**config.mk**
```make
export PLATFORM = sky130hd
export DESIGN_NAME = zorro_int_ctrl_flat
export DESIGN_NICKNAME = d
export VERILOG_FILES = /design/src/rtl/zorro_int_ctrl_pkg.sv /design/src/rtl/zorro_int_ctrl_if.sv /design/src/rtl/zorro_int_ctrl_src_sync.sv /design/src/rtl/zorro_int_ctrl.sv /design/src/flat_wrapper.sv
export SDC_FILE = /design/constraint.sdc
export NUM_CORES = 1
export LEC_CHECK = 0
export ABC_AREA = 1
export BUFFER_PORTS_ARGS = -buffer_cell sky130_fd_sc_hd__buf_2
export CORE_AREA = 4 4 94 78
export DETAILED_ROUTE_END_ITERATION = 7
export DIE_AREA = 0 0 98 82
export PLACE_DENSITY = 0.68
export SETUP_SLACK_MARGIN = 0.1
export SYNTH_ARGS = -nofsm -noshare
export SYNTH_HDL_FRONTEND = slang
export SYNTH_SLANG_ARGS = --single-unit
```
**constraint.sdc**
```tcl
create_clock -name CLK -period 1.45 [get_ports CLK]
set_clock_uncertainty 0.05 [all_clocks]
set_input_delay 0.29 -clock CLK [delete_from_list [all_inputs] [get_ports CLK]]
set_output_delay 0.29 -clock CLK [all_outputs]
set_load 0.02 [all_outputs]
```
**src/rtl/zorro_int_ctrl_pkg.sv**
```systemverilog
// Shared constants and types for the Zorro III interrupt controller.
package zorro_int_pkg;

  // Register index, taken from ADDR[3:2]
  localparam logic [1:0] REG_STATUS = 2'd0;
  localparam logic [1:0] REG_MASK   = 2'd1;
  localparam logic [1:0] REG_VECTOR = 2'd2;
  localparam logic [1:0] REG_RSVD   = 2'd3;

  // Global enable position in the MASK register
  localparam int MASK_GLOBAL_BIT = 31;

  // Bus handshake states
  typedef enum logic [1:0] {IDLE, WAIT, ACK} state_t;

endpackage

```
**src/rtl/zorro_int_ctrl_if.sv**
```systemverilog
// Zorro III slave-cycle bus bundle seen by the interrupt controller.
interface zorro_int_ctrl_if;
  logic [27:0] ADDR;
  logic        READ;
  logic        FCS_n;
  logic        slave_cycle;
  logic        configured;
  logic [31:0] WDATA;
  logic [31:0] RDATA;
  logic        rdata_oe;
  logic        int_dtack;

  // Host / bus side
  modport master (
    output ADDR, READ, FCS_n, slave_cycle, configured, WDATA,
    input  RDATA, rdata_oe, int_dtack
  );

  // Controller side
  modport slave (
    input  ADDR, READ, FCS_n, slave_cycle, configured, WDATA,
    output RDATA, rdata_oe, int_dtack
  );
endinterface

```
**src/rtl/zorro_int_ctrl_src_sync.sv**
```systemverilog
// One interrupt source: 2-flop synchronizer, rising-edge detect and a
// pending latch where a new edge beats a simultaneous clear.
module int_src_sync #(
  parameter bit EDGE = 1'b1
) (
  input  logic CLK,
  input  logic RESET,
  input  logic src_in,
  input  logic clr,
  output logic pending
);
  logic sync1_reg;
  logic sync2_reg;
  logic prev_reg;
  logic latch_reg;
  logic rise;

  // Bring the asynchronous request into CLK and keep a delayed copy
  always_ff @(posedge CLK or posedge RESET) begin
    if (RESET) begin
      sync1_reg <= 1'b0;
      sync2_reg <= 1'b0;
      prev_reg  <= 1'b0;
    end else begin
      sync1_reg <= src_in;
      sync2_reg <= sync1_reg;
      prev_reg  <= sync2_reg;
    end
  end

  assign rise = sync2_reg & ~prev_reg;

  // Edge latch: the set term is ORed in after the clear so it wins
  always_ff @(posedge CLK or posedge RESET) begin
    if (RESET) latch_reg <= 1'b0;
    else       latch_reg <= (latch_reg & ~clr) | rise;
  end

  // Level sources follow the synchronized input and ignore clears
  assign pending = EDGE ? latch_reg : sync2_reg;

endmodule

```
**src/rtl/zorro_int_ctrl.sv**
```systemverilog
// Zorro III interrupt controller: NUM_SRC maskable sources, four longword
// registers behind BASE_ADDR, active-low INT_n and a delayed DTACK.
module zorro_int_ctrl
  import zorro_int_pkg::*;
#(
  parameter int                 NUM_SRC     = 4,
  parameter logic [27:0]        BASE_ADDR   = 28'h900000,
  parameter logic [NUM_SRC-1:0] EDGE_MODE   = {NUM_SRC{1'b1}},
  parameter int                 DTACK_DELAY = 1
) (
  input  logic               CLK,
  input  logic               RESET,
  zorro_int_ctrl_if.slave    bus,
  input  logic [NUM_SRC-1:0] SRC_INT,
  output logic               INT_n
);
  state_t           state_reg;
  logic [2:0]       cnt_reg;
  logic [1:0]       reg_idx_reg;
  logic             read_reg;
  logic [NUM_SRC:0] wdata_reg;
  logic             dtack_reg;
  logic             oe_reg;
  logic [31:0]      rdata_reg;
  logic             int_n_reg;
  logic [NUM_SRC-1:0] mask_reg;
  logic             gen_en_reg;

  logic [NUM_SRC-1:0] pending;
  logic [NUM_SRC-1:0] active;
  logic [NUM_SRC-1:0] clr_next;
  logic [4:0]       vec_idx;
  logic             vec_valid;
  logic             hit;
  logic             commit;
  logic [31:0]      rd_next;
  logic             unused_bus;

  // Address bits [1:0] and WDATA bits outside the register fields carry no meaning here
  assign unused_bus = ^{bus.ADDR[1:0], bus.WDATA};

  assign hit = bus.slave_cycle && bus.configured &&
               (bus.ADDR[27:4] == BASE_ADDR[27:4]);

  // The single edge where a cycle's side effects and read data take effect
  assign commit = (state_reg == WAIT) && !bus.FCS_n &&
                  (cnt_reg == 3'(DTACK_DELAY));

  generate
    for (genvar gi = 0; gi < NUM_SRC; gi++) begin : gen_src
      int_src_sync #(.EDGE(EDGE_MODE[gi])) u_src (
        .CLK     (CLK),
        .RESET   (RESET),
        .src_in  (SRC_INT[gi]),
        .clr     (clr_next[gi]),
        .pending (pending[gi])
      );
    end
  endgenerate

  assign active    = pending & mask_reg & {NUM_SRC{gen_en_reg}};
  assign vec_valid = |active;

  // Lowest-numbered active source wins
  always_comb begin
    vec_idx = 5'd0;
    for (int i = NUM_SRC - 1; i >= 0; i--) begin
      if (active[i]) vec_idx = 5'(i);
    end
  end

  // Read mux, sampled on the commit edge
  always_comb begin
    rd_next = 32'd0;
    case (reg_idx_reg)
      REG_STATUS: rd_next = 32'(pending);
      REG_MASK: begin
        rd_next = 32'(mask_reg);
        rd_next[MASK_GLOBAL_BIT] = gen_en_reg;
      end
      REG_VECTOR: rd_next = {vec_valid, 26'd0, vec_idx};
      default:    rd_next = 32'd0;
    endcase
  end

  // Pending clears: W1C on STATUS writes, acknowledged source on VECTOR reads
  always_comb begin
    clr_next = '0;
    if (commit) begin
      if (read_reg && (reg_idx_reg == REG_VECTOR)) begin
        for (int i = 0; i < NUM_SRC; i++) begin
          clr_next[i] = vec_valid && (vec_idx == 5'(i));
        end
      end else if (!read_reg && (reg_idx_reg == REG_STATUS)) begin
        clr_next = wdata_reg[NUM_SRC-1:0];
      end
    end
  end

  // Handshake FSM with registered DTACK, drive enable and read data
  always_ff @(posedge CLK or posedge RESET) begin
    if (RESET) begin
      state_reg   <= IDLE;
      cnt_reg     <= 3'd0;
      reg_idx_reg <= 2'd0;
      read_reg    <= 1'b0;
      wdata_reg   <= '0;
      dtack_reg   <= 1'b0;
      oe_reg      <= 1'b0;
      rdata_reg   <= 32'd0;
    end else begin
      case (state_reg)
        IDLE: begin
          if (hit && !bus.FCS_n) begin
            state_reg   <= WAIT;
            cnt_reg     <= 3'd0;
            reg_idx_reg <= bus.ADDR[3:2];
            read_reg    <= bus.READ;
            wdata_reg   <= {bus.WDATA[MASK_GLOBAL_BIT], bus.WDATA[NUM_SRC-1:0]};
          end
        end
        WAIT: begin
          if (bus.FCS_n) begin
            state_reg <= IDLE;
          end else if (commit) begin
            state_reg <= ACK;
            dtack_reg <= 1'b1;
            oe_reg    <= read_reg;
            rdata_reg <= rd_next;
          end else begin
            cnt_reg <= cnt_reg + 3'd1;
          end
        end
        ACK: begin
          if (bus.FCS_n) begin
            state_reg <= IDLE;
            dtack_reg <= 1'b0;
            oe_reg    <= 1'b0;
          end
        end
        default: state_reg <= IDLE;
      endcase
    end
  end

  // MASK register, written only on a committed write cycle
  always_ff @(posedge CLK or posedge RESET) begin
    if (RESET) begin
      mask_reg   <= '0;
      gen_en_reg <= 1'b0;
    end else if (commit && !read_reg && (reg_idx_reg == REG_MASK)) begin
      mask_reg   <= wdata_reg[NUM_SRC-1:0];
      gen_en_reg <= wdata_reg[NUM_SRC];
    end
  end

  // Registered interrupt request
  always_ff @(posedge CLK or posedge RESET) begin
    if (RESET) int_n_reg <= 1'b1;
    else       int_n_reg <= ~|active;
  end

  assign INT_n         = int_n_reg;
  assign bus.int_dtack = dtack_reg;
  assign bus.rdata_oe  = oe_reg;
  assign bus.RDATA     = rdata_reg;

endmodule

```
**src/flat_wrapper.sv**
```systemverilog
// flat-port wrapper written by rule: the top's interface ports become plain ports
module zorro_int_ctrl_flat import zorro_int_pkg::*;
#(
  parameter int                 NUM_SRC     = 4,
  parameter logic [27:0]        BASE_ADDR   = 28'h900000,
  parameter logic [NUM_SRC-1:0] EDGE_MODE   = {NUM_SRC{1'b1}},
  parameter int                 DTACK_DELAY = 1
)
  (CLK, RESET, SRC_INT, INT_n, bus_ADDR, bus_READ, bus_FCS_n, bus_slave_cycle, bus_configured, bus_WDATA, bus_RDATA, bus_rdata_oe, bus_int_dtack);
  zorro_int_ctrl_if bus_i ();
  input  logic CLK;
  input  logic RESET;
  input  logic [NUM_SRC-1:0] SRC_INT;
  output logic INT_n;
  input wire logic [$bits(bus_i.ADDR)-1:0] bus_ADDR;
  input wire logic [$bits(bus_i.READ)-1:0] bus_READ;
  input wire logic [$bits(bus_i.FCS_n)-1:0] bus_FCS_n;
  input wire logic [$bits(bus_i.slave_cycle)-1:0] bus_slave_cycle;
  input wire logic [$bits(bus_i.configured)-1:0] bus_configured;
  input wire logic [$bits(bus_i.WDATA)-1:0] bus_WDATA;
  output wire logic [$bits(bus_i.RDATA)-1:0] bus_RDATA;
  output wire logic [$bits(bus_i.rdata_oe)-1:0] bus_rdata_oe;
  output wire logic [$bits(bus_i.int_dtack)-1:0] bus_int_dtack;
  assign bus_i.ADDR = bus_ADDR;
  assign bus_i.READ = bus_READ;
  assign bus_i.FCS_n = bus_FCS_n;
  assign bus_i.slave_cycle = bus_slave_cycle;
  assign bus_i.configured = bus_configured;
  assign bus_i.WDATA = bus_WDATA;
  assign bus_RDATA = bus_i.RDATA;
  assign bus_rdata_oe = bus_i.rdata_oe;
  assign bus_int_dtack = bus_i.int_dtack;
  zorro_int_ctrl #(.NUM_SRC(NUM_SRC), .BASE_ADDR(BASE_ADDR), .EDGE_MODE(EDGE_MODE), .DTACK_DELAY(DTACK_DELAY)) u_core (.CLK(CLK), .RESET(RESET), .bus(bus_i), .SRC_INT(SRC_INT), .INT_n(INT_n));
endmodule
```
# [Yosys cells after proc, flatten, opt, wreduce, memory -nomap -nowiden]
# Index checks and enable logic that the tools add are counted.
[classes] addsub=1 n_eq_ne=15 muxes=24 n_bitwise=23 n_reduce_logical=27
[op_table] cell="$pmux W32 S3" count=1
[op_table] cell="$eq A24 B20 Y1 const B" count=1
[op_table] cell="$mux W2" count=8
[op_table] cell="$logic_and A1 B1 Y1" count=13
[op_table] cell="$mux W4" count=3
[op_table] cell="$mux W3" count=3
[op_table] cell="$not A1 Y1" count=9
[op_table] cell="$and A1 B1 Y1" count=8
[op_table] cell="$and A4 B4 Y4" count=2
[op_table] cell="$eq A2 B2 Y1 const B" count=4
[op_table] cell="$reduce_and A4 Y1" count=2
[op_table] cell="$eq A2 B1 Y1 const B" count=3
[op_table] cell="$ne A2 B2 Y1 const B" count=3
[op_table] cell="$pmux W2 S3" count=1
[op_table] cell="$pmux W3 S2" count=1
[op_table] cell="$reduce_and A3 Y1" count=2
[op_table] cell="$logic_not A5 Y1" count=1
[op_table] cell="$mux W1" count=5
[op_table] cell="$logic_not A2 Y1" count=2
[op_table] cell="$ne A2 B1 Y1 const B" count=2
[op_table] cell="$or A1 B1 Y1" count=4
[op_table] cell="$pmux W1 S2" count=2
[op_table] cell="$reduce_bool A2 Y1" count=2
[op_table] cell="$reduce_or A4 Y1" count=1
[op_table] cell="other kinds (5)" count=7
[word_totals] ff_bits=69 word_cells=117

# [Longest topological paths before layout]
# Gate-level depths: netlist (run 1).
[logic_depth] depth_word=13 ltp_mapped=10 mapped_depth_nobuf=9

# [Modules after synthesis]
# From an unflattened synthesis (run 1), not the netlist that was laid out.
[unflattened] cells_unflattened=279 area_unflattened_um2=2222.1
[by_module_without_submodules] mod="zorro_int_ctrl" instances=1 cells_each=239 area_each_um2=1731.7
[by_module_without_submodules] mod="int_src_sync" instances=4 cells_each=10 area_each_um2=122.6

# [Worst setup path after synthesis (run 1)]
# No wires, ideal clock.
[synth_path] path_type="reg-to-reg" start="reg u_core.cnt_reg[1]" end="reg u_core.gen_src[1].u_src.latch_reg" setup_ns=0.121 t_arrival_ns=1.154 setup_slack_ns=0.125 stages_incl_launch_ff=9 synth_period_minus_slack_ns=1.325 path_cell_list="dfrtp_1 -> inv_1 -> ha_1 -> nand4_4 -> clkinv_4 -> buf_8 -> nand3_1 -> nand2_1 -> o21ai_1"
[synth_via] elab_chain_len=6
[synth_lines] item="start: declaration" line="zorro_int_ctrl.sv:18" rtl="logic [2:0] cnt_reg;"
[synth_lines] item="start signal: assignment" line="zorro_int_ctrl.sv:131" rtl="cnt_reg <= cnt_reg + 3'd1;"
[synth_lines] item="$eq A3 B1 Y1" line="zorro_int_ctrl.sv:47" rtl="(cnt_reg == 3'(DTACK_DELAY));"
[synth_lines] item="$logic_and A1 B1 Y1" line="zorro_int_ctrl.sv:46" rtl="assign commit = (state_reg == WAIT) && !bus.FCS_n &&"
[synth_lines] item="$mux W4" line="zorro_int_ctrl.sv:89" rtl="if (commit) begin"
[synth_lines] item="$not A1 Y1" line="zorro_int_ctrl_src_sync.sv:36" rtl="else latch_reg <= (latch_reg & ~clr) | rise;"
[synth_lines] item="$and A1 B1 Y1" line="zorro_int_ctrl_src_sync.sv:36"
[synth_lines] item="$or A1 B1 Y1" line="zorro_int_ctrl_src_sync.sv:36"
[synth_lines] item="end signal: assignment" line="zorro_int_ctrl_src_sync.sv:36"
[synth_lines] item="end: declaration" line="zorro_int_ctrl_src_sync.sv:15" rtl="logic latch_reg;"
# No other way between the ends.
# A chain may end at the register's enable or synchronous reset.

# [Final worst setup path (run 1)]
[layout_path] start="reg u_core.cnt_reg[0]" end="reg u_core.cnt_reg[2]"
[layout_via] elab_chain_len=4
[layout_lines] item="$add A3 B1 Y3 / $eq A3 B1 Y1 (equally long branches)" line="zorro_int_ctrl.sv:131, zorro_int_ctrl.sv:47"
[layout_lines] item="$mux W3 / $logic_and A1 B1 Y1 (equally long branches)" line="zorro_int_ctrl.sv:125, zorro_int_ctrl.sv:46"
[layout_lines] item="$mux W3 / $ne A2 B2 Y1 (equally long branches)"
[layout_lines] item="$pmux W3 S2 / $reduce_and A4 Y1 (equally long branches)"
# Several ways; a longest one is shown, not always the timed one. The select of a mux whose other input is x is not followed.

==> metrics.md, run 1 <==
| Metric | Value |
|---|---|
| Die X | 98 µm |
| Slew Limit Fails | 0 |
| Crit path max fanout | 4 |
| Initial DRC Count | 94 |
| Most common cell in the synthesized netlist | nand2_1 |
| Seq cells post-synth | 42 |
| Max-cap violations | 0 |
| GRT Residual Overflow | 0 |
| Clock Latency Late Sink | 290 ps |
| Vias in the first global route | 1,605 |
| DIE AREA | 8040 µm² |
| Fin crit share | 92.9% |
| Initial Util | 34.4% |
| Setup CP Type | reg -> reg |
| Post-synth EDFFs | 0 |
| Core area | 6340 µm² |
| Standard-cell rows | 26 |
| CP required | 1590 ps |
| Final Hold Viols | 0 |
| Post-detail-place hpwl | 3.18 mm |
| PwrDens | 783 nW/µm² |
| Seq/Total Area, Yosys | 48.3% |
| Non-Filler Instances | 418 |
| Final ANT Viol Nets | 0 |
| VDD IR max | 0.000444 V |
| Top cell type's share of synthesized area | 47.0% |
| NumNets Final | 405 |
| Post-synth cell types | 31 |
| Largest area contributor in the netlist | dfrtp_1 |
| Avg WL per Cell | 10.4 µm |
| Post-Syn Area | 2180 µm² |
| Number of top-level pins | 105 |
| CTS buffer count | 5 |
| Ys async rst share | 100% |
| Synth cell count leaders | nand2_1, inv_1, dfrtp_1 |
| Syn avg cell area | 8.26 µm² |
| Area Overhead vs Synth | 22.7% |
| Global-route wire length before repair | 7.15 mm |
| Hold depth | 1 |
| Post-route cell area | 2680 µm² |
| Port Buffers | 48 |
| Unrepaired setup endpoints after global routing | true |
| Internal reg-to-reg setup slack | 100 ps |
| CTS Sinks | 42 |
| # diodes | 0 |
| GP Congestion | 0.834 |
| DRC Markers | 0 |
| Hold WS | 47.6 ps |
| Pre-CTS WS | 4.42 ps |
| Syn Inst Count | 264 |
| Hold Crit Class | in -> reg |
| Initial antenna violation count | 0 |
| CP arrival | 1490 ps |
| Clk Tree Root Cell | clkbuf_8 |
| Via Count | 1,713 |
| YS warnings | 0 |
| Layout cell share with drive strength beyond 1 | 29.3% |
| Status | complete, no violations |
| Most used DFF post-synth | dfrtp_1 |
| Placed cells | 397 |
| CTS max path bufs | 2 |
| Via density | 4.10 |
| Final setup violation count | 0 |
| CP Capture Type | flop |
| Placed cell area | 2450 µm² |
| Final min period | 1350 ps |
| FF-to-FF path depth | 7 |
| Pre-antenna DRT Iters | 4 |
| CTS HTree Levels | 2 |
| Achievable clock frequency | 742 MHz |
| Critical Path Source Type | flop |
| Clock slew at reported path FFs | 80 ps |
| DRT Wirelength | 4.35 mm |
| Area contributors post-synth | dfrtp_1, nand2_1, buf_4, inv_1, o21ai_1 |
| Largest net degree at the start of global routing | 43 |
| GRT Resource Usage Total | 11.2% |
| Layout Utilization | 42.2% |
| Die Height | 82 µm |
| Final setup margin | 103 ps |
| Leakage | 1.47 nW |
| TritonCTS clock tree | built |
[layout by cell type, fill, tap and decap left out, types with 3 or more instances in the layout]
cell type  count
clkbuf_8       5
o21ai_0        9
nand2_1       61
nor2_1        15
nand3_1       11
nand4_1        5
buf_4         13
o21ai_1       17
dfrtp_2        3
inv_1         43
buf_2         48
inv_2          4
dfrtp_1       38
nand2_2        4
conb_1        27
nor2_2         4
[metal layers]
layer  routed length [µm]  track usage [%]  part of all wire [%]
met1                 1880             13.8                    43
met2                 2130             18.6                    49
met3                  254             2.80                   5.8
met4                   78             4.98                   1.8
met5                    0                0                     0
[where the power goes]
group          switching, mW  internal [mW]  total (mW)
combinational          0.117         0.0560       0.173
clock                  0.392          0.339       0.731
sequential           0.00514           1.19        1.19
total                  0.514           1.58        2.10
[layout make-up]
class | count | area (µm²)
clock inverters | 2 | 13.8
repair buffers | 65 | 399
multi-input cells | 170 | 840
fillers | 634 | 3670
clock buffers | 6 | 72.6
well taps | 84 | 105
inverters | 48 | 185
repair inverters | 1 | 5.00
flip-flops and latches | 42 | 1060
[path summary, 6_finish.rpt]
path | startpoint | end
worst min-delay path | SRC_INT[1] | u_core.gen_src[1].u_src.sync1_reg
worst max-delay path | u_core.cnt_reg[0] | u_core.cnt_reg[2]
min in group asynchronous | RESET | u_core.gen_src[1].u_src.sync1_reg
worst max register to register | u_core.cnt_reg[0] | u_core.cnt_reg[2]
worst min register to register | u_core.gen_src[1].u_src.sync1_reg | u_core.gen_src[1].u_src.sync2_reg
max in group asynchronous | RESET | u_core.INT_n
[through the flow]
stage / setup TNS [ps] / power, mW
final: 0 / 2.10
after global routing: -11.5 / 2.22
after CTS: 0 / 2.13
after detailed placement: 0 / 1.39
after global placement: 0 / 1.38
after floorplan: 0 / 1.37
[logic make-up after synthesis]
group / count (synthesis) / synth area share, %
simple gates: 106 / 21.9
buf+inv: 79 / 19.4
flops: 42 / 48.3
compound gates: 33 / 8.66
fa+ha+maj: 2 / 1.15
xor+xnor: 1 / 0.402
other cells: 1 / 0.172
[what timing repair did]
item | 4_1_cts | 5_1_grt
cloned | 0 | 2
buffers inserted | 6 | 4
hold buffers | 1 | 0
setup endpoints to repair | 9 | 17
gates resized for setup | 2 | 12
hold endpoints to repair | 41 | 0
pin swaps | 1 | 5
[worst max-delay path: stages, from the launching register on]
cell,delay (ps)
dfrtp_1,420
ha_4,180
nand2_1,60
nand2_1,60
a21oi_2,200
nand2_2,120
nand3_1,110
nand2_1,60
Note: power is estimated with default switching activity, not from simulation.
==> inputs of run 2 (changes only) <==
--- a/config.mk
+++ b/config.mk
@@ -11,6 +11,7 @@
 export DETAILED_ROUTE_END_ITERATION = 7
 export DIE_AREA = 0 0 98 82
 export PLACE_DENSITY = 0.68
+export REMOVE_ABC_BUFFERS = 1
 export SETUP_SLACK_MARGIN = 0.1
 export SYNTH_ARGS = -nofsm -noshare
 export SYNTH_HDL_FRONTEND = slang
==> run 2 against run 1 <==
Critical path type unchanged. Via count grew 1.8%. Sequential share of layout area decreased by 0.25 points. Worst hold slack worse by 5.5 ps. Combinational power barely moved. Flip-flop and latch count unchanged. Maximum frequency is 1.8% higher. Core utilization is 0.22 points higher. Cell area is 0.51% higher. Clock power is 2% higher. Global-route usage down 0.17 points. Sequential power is essentially flat. Non-clock buffer count is 2 lower.
==> metrics.md, run 2 (synthesis gave the netlist of run 1 again) <==
| Metric | Value |
|---|---|
| Final min period | 1320 ps (-24.4 ps) |
| CP most frequent cell | nand2_1 |
| DRT Wirelength | 4.34 mm (about the same) |
| Setup TNS | 0 ps (unchanged) |
| Area Overhead vs Synth | 23.4% |
| Most frequent cells in the layout | nand2_1, buf_2, inv_1 |
| Clk Tree Root Cell | clkbuf_8 |
| CTS Sinks | 42 (unchanged) |
| Crit path largest cell delay | 390 ps (-30 ps) |
| # diodes | 0 (unchanged) |
| Number of top-level pins | 105 (unchanged) |
| GRT Resource Usage Total | 11.0% (-0.17 points) |
| Die X | 98 µm (unchanged) |
| CTS max path bufs | 2 (unchanged) |
| Port Buffers | 48 (unchanged) |
| Critical Path Source Type | flop |
| DIE AREA | 8040 µm² (unchanged) |
| Buf/Inv on CP | 2 (+2) |
| Crit path max fanout | 11 (+7) |
| Hold Crit Class | in -> reg |
| TritonCTS clock tree | built |
| Unrepaired setup endpoints after global routing | true |
| Clock Latency Late Sink | 300 ps (about the same) |
| GRT Residual Overflow | 0 (unchanged) |
| Final Hold Viols | 0 (unchanged) |
| Register area | 1050 µm² (-0.12%) |
| Standard-cell rows | 26 (unchanged) |
| Initial antenna violation count | 0 (unchanged) |
| Sequential Power Share | 56.4% (-0.5 points) |
| Avg WL per Cell | 10.5 µm (+0.65%) |
| Crit-path cells | inv_1 > ha_2 > nand4_4 > clkinv_4 > nand2_1 > o21ai_1 > nand2_1 |
| Sw Share | 25.2% (+0.65 points) |
| Largest net degree at the start of global routing | 43 (unchanged) |
| VDD IR max | 0.000391 V (-12%) |
| Status | complete, no violations |
| Via Count | 1,743 (+1.8%) |
| CTS buffer count | 5 (unchanged) |
| Vias in the first global route | 1,560 (-2.8%) |
| Clock power frac | 35.3% (+0.4 points) |
| Layout Utilization | 42.4% (+0.22 points) |
| Setup CP Type | reg -> reg |
| Via density | 4.20 (+2.5%) |
| Leading cell type in the layout, fill and taps excluded | nand2_1 |
| CP arrival | 1450 ps (-40 ps) |
| DRC Markers | 0 (unchanged) |
| Combinational Power Share | 8.2% (about the same) |
| Area of the multi-input gates | 865 µm² (+3.0%) |
| Core area | 6340 µm² (unchanged) |
| Initial Util | 34.4% (unchanged) |
| CP required | 1580 ps (about the same) |
| GP Congestion | 0.856 (+2.6%) |
| Global-route wire length before repair | 7.09 mm (-0.87%) |
| Clock slew at reported path FFs | 90 ps (about the same) |
| CTS HTree Levels | 2 (unchanged) |
| Internal | 1.58 mW (about the same) |
| Crit-path slowest cell | dfrtp_1 |
| PwrDens | 786 nW/µm² (+0.31%) |
| Placed cells | 397 (unchanged) |
| Non-Filler Instances | 415 (-0.72%) |
| Net Sw Power | 0.532 mW (+3.5%) |
| Final ANT Viol Nets | 0 (unchanged) |
| Final setup violation count | 0 (unchanged) |
| Slew Limit Fails | 0 (unchanged) |
| Achievable clock frequency | 756 MHz (+1.8%) |
| Top delay family on crit path | flip-flops |
| Fill cells | 630 (-0.63%) |
| Fin crit share | 91.2% (-1.7 points) |
| Pre-antenna DRT Iters | 4 (unchanged) |
| NumNets Final | 402 (-0.74%) |
| Initial DRC Count | 48 (-49%) |
| Post-detail-place hpwl | 3.24 mm (+2.1%) |
| Max-cap violations | 0 (unchanged) |
| Layout cell share with drive strength beyond 1 | 29.9% (+0.57 points) |
| CP Capture Type | flop |
| Leakage | 1.47 nW (+0.44%) |
| Die Height | 82 µm (unchanged) |
-- run 2: changes by cell type in the layout (fill, tap and decap cells not counted), sizes merged --
cell and change:
buf -2, clkbuf -1, clkinv -1, inv +1
-- run 2: power by group through the flow --
| stage | registers [mW] | clock network [mW] | logic (mW) |
|---|---|---|---|
| global route | 1.20 | 0.822 | 0.198 |
| floorplan | 1.21 | 0 | 0.104 |
| global placement | 1.22 | 0 | 0.170 |
| CTS | 1.19 | 0.769 | 0.175 |
| detailed placement | 1.22 | 0 | 0.173 |
| finish | 1.19 | 0.747 | 0.174 |
-- run 2: layer usage --
| metal | track usage, % | vias up | routed length (µm) |
|---|---|---|---|
| li1 | - | 889 | - |
| met1 | 14.5 | 795 | 2020 |
| met2 | 17.2 | 52 | 1990 |
| met3 | 3.31 | 7 | 273 |
| met4 | 4.15 | 0 | 60 |
| met5 | 0 | - | 0 |
-- run 2: what timing repair did --
item	CTS	global route
endpoints found under the hold margin	35	0
resized for setup	2	18
pin swaps	1	5
endpoints found under the setup margin	8	16
hold buffers	1	0
cloned	0	1
buffers inserted	2	6
-- run 2: through the flow --
stage | hold WS [ps] | cell area [µm²] | power (mW) | worst slack (ps)
finish | 42.1 | 2690 | 2.11 | 127
detailed placement | 286 | 2450 | 1.39 | 47.6
global route | 28.3 | 2690 | 2.22 | 25.5
global placement | 283 | 2450 | 1.39 | 74.0
CTS | 36.3 | 2570 | 2.14 | 91.0
floorplan | 271 | 2040 | 1.32 | 127
-- run 2: layout make-up --
class | count | area share, %
Sequential cell | 42 | 39.2
Multi-Input combinational cell | 170 | 32.1
Timing Repair Buffer | 63 | 14.6
Inverter | 48 | 6.88
Tap cell | 84 | 3.91
Clock buffer | 5 | 2.56
Clock inverter | 3 | 0.698
-- run 2: final timing paths --
check,start,end,slack [ps],depth (start not counted)
hold / removal,SRC_INT[3],u_core.gen_src[3].u_src.sync1_reg,40,1
setup / recovery,u_core.cnt_reg[1],u_core.gen_src[3].u_src.pending,130,7
min in group asynchronous,RESET,u_core.gen_src[1].u_src.sync1_reg,520,4
max in group asynchronous,RESET,u_core.INT_n,560,4
setup reg to reg,u_core.cnt_reg[1],u_core.gen_src[3].u_src.pending,130,7
hold reg to reg,u_core.gen_src[1].u_src.sync1_reg,u_core.gen_src[1].u_src.sync2_reg,300,0
